===== src/rtl/mem_access_ctrl_pkg.sv =====
// Shared definitions for the memory access controller: state encoding,
// wait-counter sizing and the state-to-control-output decode.
package mem_access_ctrl_pkg;

    localparam int unsigned TIMEOUT_DEFAULT = 16;
    localparam int unsigned CNT_W           = 8;

    typedef enum logic [2:0] {
        IDLE,
        LOAD_MAR,
        RD_WAIT,
        RD_LATCH,
        WR_LOAD,
        WR_WAIT,
        DONE,
        ERR
    } state_e;

    typedef struct packed {
        logic mar_in;
        logic mdr_in;
        logic read;
        logic write;
        logic mem_en;
        logic busy;
        logic done;
        logic err;
    } ctrl_t;

    // Moore decode: the control word depends on the state alone.
    function automatic ctrl_t decode(input state_e s);
        ctrl_t c;
        c = '0;
        c.busy = (s != IDLE);
        unique case (s)
            LOAD_MAR: c.mar_in = 1'b1;
            RD_WAIT: begin
                c.mem_en = 1'b1;
                c.read   = 1'b1;
            end
            RD_LATCH: begin
                c.mdr_in = 1'b1;
                c.read   = 1'b1;
            end
            WR_LOAD: c.mdr_in = 1'b1;
            WR_WAIT: begin
                c.mem_en = 1'b1;
                c.write  = 1'b1;
            end
            DONE:    c.done = 1'b1;
            ERR:     c.err  = 1'b1;
            default: c = '0;
        endcase
        return c;
    endfunction

endpackage


===== src/rtl/mem_access_ctrl_wait_timer.sv =====
// Wait-state counter: cleared outside the wait states, counts cycles without
// an acknowledge, and flags when the last permitted wait cycle is reached.
module wait_timer
    import mem_access_ctrl_pkg::*;
#(
    parameter int unsigned TIMEOUT = TIMEOUT_DEFAULT
) (
    input  logic Clock,
    input  logic Clear,
    input  logic clr,
    input  logic en,
    output logic expired
);

    logic [CNT_W-1:0] cnt_q;
    logic [CNT_W-1:0] cnt_d;

    always_comb begin
        cnt_d = cnt_q;
        if (clr) begin
            cnt_d = '0;
        end else if (en) begin
            cnt_d = cnt_q + 1'b1;
        end
    end

    always_ff @(posedge Clock) begin
        if (Clear) begin
            cnt_q <= '0;
        end else begin
            cnt_q <= cnt_d;
        end
    end

    assign expired = (cnt_q == CNT_W'(TIMEOUT - 1));

endmodule


===== src/rtl/mem_access_ctrl.sv =====
// Memory access sequencer: drives MAR/MDR load enables and memory strobes
// for single read or write accesses, with wait-state timeout abort.
module mem_access_ctrl
    import mem_access_ctrl_pkg::*;
#(
    parameter int unsigned TIMEOUT = TIMEOUT_DEFAULT
) (
    input  logic Clock,
    input  logic Clear,
    input  logic start,
    input  logic rw,
    input  logic mem_ready,
    output logic MARin,
    output logic MDRin,
    output logic Read,
    output logic Write,
    output logic mem_en,
    output logic busy,
    output logic done,
    output logic err
);

    state_e state_q;
    state_e state_d;
    logic   rw_q;
    logic   rw_d;
    ctrl_t  ctrl_q;
    logic   in_wait;
    logic   expired;

    assign in_wait = (state_q == RD_WAIT) || (state_q == WR_WAIT);

    wait_timer #(
        .TIMEOUT(TIMEOUT)
    ) u_wait_timer (
        .Clock  (Clock),
        .Clear  (Clear),
        .clr    (!in_wait),
        .en     (in_wait && !mem_ready),
        .expired(expired)
    );

    // mem_ready is checked before expired so a late acknowledge still completes.
    always_comb begin
        state_d = state_q;
        rw_d    = rw_q;
        unique case (state_q)
            IDLE: begin
                if (start) begin
                    state_d = LOAD_MAR;
                    rw_d    = rw;
                end
            end
            LOAD_MAR: state_d = rw_q ? WR_LOAD : RD_WAIT;
            RD_WAIT: begin
                if (mem_ready) begin
                    state_d = RD_LATCH;
                end else if (expired) begin
                    state_d = ERR;
                end
            end
            RD_LATCH: state_d = DONE;
            WR_LOAD:  state_d = WR_WAIT;
            WR_WAIT: begin
                if (mem_ready) begin
                    state_d = DONE;
                end else if (expired) begin
                    state_d = ERR;
                end
            end
            DONE:    state_d = IDLE;
            ERR:     state_d = IDLE;
            default: state_d = IDLE;
        endcase
    end

    // Control word is registered with the state, so it always equals decode(state_q).
    always_ff @(posedge Clock) begin
        if (Clear) begin
            state_q <= IDLE;
            rw_q    <= 1'b0;
            ctrl_q  <= '0;
        end else begin
            state_q <= state_d;
            rw_q    <= rw_d;
            ctrl_q  <= decode(state_d);
        end
    end

    assign MARin  = ctrl_q.mar_in;
    assign MDRin  = ctrl_q.mdr_in;
    assign Read   = ctrl_q.read;
    assign Write  = ctrl_q.write;
    assign mem_en = ctrl_q.mem_en;
    assign busy   = ctrl_q.busy;
    assign done   = ctrl_q.done;
    assign err    = ctrl_q.err;

endmodule


===== config.mk =====
export PLATFORM = sky130hd
export DESIGN_NAME = mem_access_ctrl
export DESIGN_NICKNAME = d
export VERILOG_FILES = /design/src/rtl/mem_access_ctrl_pkg.sv /design/src/rtl/mem_access_ctrl_wait_timer.sv /design/src/rtl/mem_access_ctrl.sv
export SDC_FILE = /design/constraint.sdc
export NUM_CORES = 1
export LEC_CHECK = 0
export ABC_AREA = 1
export CAP_MARGIN = 20
export CORE_MARGIN = 2
export CORE_UTILIZATION = 25
export DETAILED_ROUTE_END_ITERATION = 6
export GPL_ROUTABILITY_DRIVEN = 0
export PLACE_DENSITY = 0.45
export SYNTH_ARGS = -nofsm -noshare
export SYNTH_HDL_FRONTEND = slang
export SYNTH_SLANG_ARGS = --single-unit

===== constraint.sdc =====
create_clock -name Clock -period 1.8 [get_ports Clock]
set_input_delay 0.36 -clock Clock [delete_from_list [all_inputs] [get_ports Clock]]
set_output_delay 0.36 -clock Clock [all_outputs]
set_load 0.02 [all_outputs]

==> reports/metrics.yaml <==
min_period_over_period_pct: 88.98
root_buffer: "clkbuf_4"
critPathTopFamily: "buffers and inverters"
synth_area_um2: 908.4
finalCoreUtilization_pct: 33.30
die-area_um2: 4132
tritoncts: "yes"
setup_tns_ns: 0
path_class: "reg2out"
rows: 21
hpwl_um: 1489
max_freq_mhz: 624.4
p_clk_share_pct: 27.2
drive_gt1_share_pct: 11.89
via_per_inst: 4.365
relSlewSlack_pct: 78.64
syn_nets: 131
grt_use_total_pct: 10.60
worstSetupEndpointType: "primary output"
fin_nets: 150
ys_seq_elements: 20
p_sw_share_pct: 29.59
cts_hold_buf: 0
die_y_um: 64.28
skew_ns: 0.007413
outcome: "complete, no violations"
min_path_type: "reg2reg"
ctsResizeCount: 0
drtPass1Iterations: 4
worst_path_largest_cell_delay_ns: 0.61
p_int_uw: 683.5
maxCapViolations: 0
pwr_density_cell_nw_per_um2: 853.5
antenna_left: 0
yosysWarnings: 0
die_w_um: 64.28
drt_iter0_drc: 32
crit_start: "MARin"
grt_pass1_vias: 804
clk_latency_ns: 0.30
startpoint_type: "flip-flop"
clk_path_buf_depth: 2
syn_area_per_cell_um2: 7.267
rsz0062_at_grt: "false"
port_buffers: 12
synth.distinct_cells: 22
cts.reportedPaths.clkPinSlew_ns: 0.12
io_pins: 13
syn_inst: 125
period_needed_ns: 1.602
critPathSlowestCell: "clkdlybuf4s50_1"
crit_chain: "clkdlybuf4s50_1"
via_count: 825
setup-violations-final: 0
power_switching_uw: 287.3
combPwrFrac_pct: 22.1
syn_to_final_growth_pct: 25.21
start_util_pct: 26.59
wl_per_cell_um: 9.889
hold_start: "rw_q"
cts_setup_buffers: 0
grt_pass1_wl_um: 3401
leakage_nw: 0.4964
grt-ovfl-total: 0
cts_made_buffers: 3
core-area_um2: 3416
diodes: 0
hold_viol: 0
cp.arrival_ns: 1.24
critical_path_required_ns: 1.44
htreeDepth: 1
cts_sinks: 20
path_max_fanout: 1
yosysSeqAreaShare_pct: 44.08
ir_drop_mv: 0.2991
power_frac_seq_pct: 50.8
total_power_uw: 970.7
reg2reg_from: "u_wait_timer.cnt_q[0]"
wl_um: 1869
grt_max_degree: 12
path_buf_inv: 1
slew_viol_final: 0
antenna_found_initial: 0
worst_pin_slew_ns: 0.3170
drc: 0
==> power groups by stage <==
stage	clock network, mW	registers [mW]	logic [mW]
2_1_floorplan	0	0.525	0.113
3_3_place_gp	0	0.504	0.215
3_5_place_dp	0	0.503	0.216
4_1_cts	0.279	0.494	0.217
5_1_grt	0.304	0.497	0.242
6_report	0.264	0.493	0.214
==> metal layers <==
metal | track usage [%] | part of all wire [%] | up-vias
met5 | 0 | 0 | -
met4 | 5.319 | 1.8 | 0
met3 | 2.289 | 3.6 | 4
met2 | 18.88 | 51 | 11
met1 | 11.78 | 44 | 379
li1 | - | - | 431
==> sequential cells by signal, indices dropped and copies added (netlist names) <==
| name | flops |
|---|---|
| Read | 1 |
| rw_q | 1 |
| MDRin | 1 |
| err | 1 |
| mem_en | 1 |
| Write | 1 |
| done | 1 |
| MARin | 1 |
| u_wait_timer.cnt_q | 8 |
| state_q | 3 |
| busy | 1 |
==> cells in the final DEF, fill, tap and decap left out, drive strengths merged <==
cell type / instances
nand2: 30
nor2: 25
dfxtp: 20
inv: 17
clkdlybuf4s50: 12
o21ai: 7
nand3: 6
a21oi: 5
nor3: 4
clkbuf: 4
nand4: 3
xnor2: 2
xor2: 2
o21bai: 2
buf: 2
o211ai: 1
ha: 1
==> cells in the mapped netlist <==
library cell | instances | share of area, %
o21bai_1 | 2 | 1.7
inv_1 | 16 | 6.6
xnor2_1 | 2 | 1.9
nor3_1 | 3 | 1.7
nor2_2 | 1 | 0.69
nand3_2 | 2 | 2.2
o211ai_1 | 1 | 0.83
nand4_1 | 3 | 2.1
a21oi_2 | 1 | 0.96
nand2_2 | 4 | 2.8
inv_2 | 1 | 0.41
o21ai_1 | 2 | 1.1
o21ai_0 | 5 | 2.8
ha_1 | 1 | 1.4
nor2_1 | 24 | 9.9
nand3_1 | 4 | 2.2
nand2_1 | 25 | 10
dfxtp_1 | 20 | 44
nand2_4 | 1 | 1.2
nor3_2 | 1 | 1.1
a21oi_1 | 4 | 2.2
xor2_1 | 2 | 1.9
==> worst reg2reg max path: cells and delay by family (launching register included) <==
| family | cells | cell delay [ns] |
|---|---|---|
| and+or+nand+nor | 8 | 0.79 |
| adders and majority gates | 1 | 0.21 |
| DFF | 1 | 0.41 |
==> final cells by class <==
class	instances	area, um^2
Fill cell	392	2278
Clock buffer	4	36.28
Inverter	17	63.81
Timing Repair Buffer	14	135.1
Multi-Input combinational cell	88	444.2
Tap cell	46	57.56
Sequential cell	20	400.4
==> worst paths after layout <==
kind,end,slack (ns),cells after the start
worst max-delay path,MARin,0.20,1
worst min-delay path,rw_q,0.48,2
worst max register to register,mem_en,0.34,9
worst min register to register,rw_q,0.48,2
==> logic make-up after synthesis <==
| kind of cell | share of synthesized area (%) |
|---|---|
| DFF | 44.08 |
| buffers and inverters | 7.025 |
| xor gates and xnor gates | 3.857 |
| adders and majority gates | 1.377 |
| and+or+nand+nor | 34.16 |
| AOI/OAI and AO/OA | 9.504 |
==> stage by stage <==
step	setup WS (ns)	std cells	hold slack, ns	area, um^2
6_report	0.1984	189	0.4783	1137
3_5_place_dp	0.08920	185	0.4659	1101
3_3_place_gp	0.1116	185	0.4628	1101
2_1_floorplan	0.5449	125	0.4324	908.4
4_1_cts	0.1664	189	0.4865	1137
5_1_grt	0.1292	189	0.5293	1137
Power figures use the tool's default switching activity.
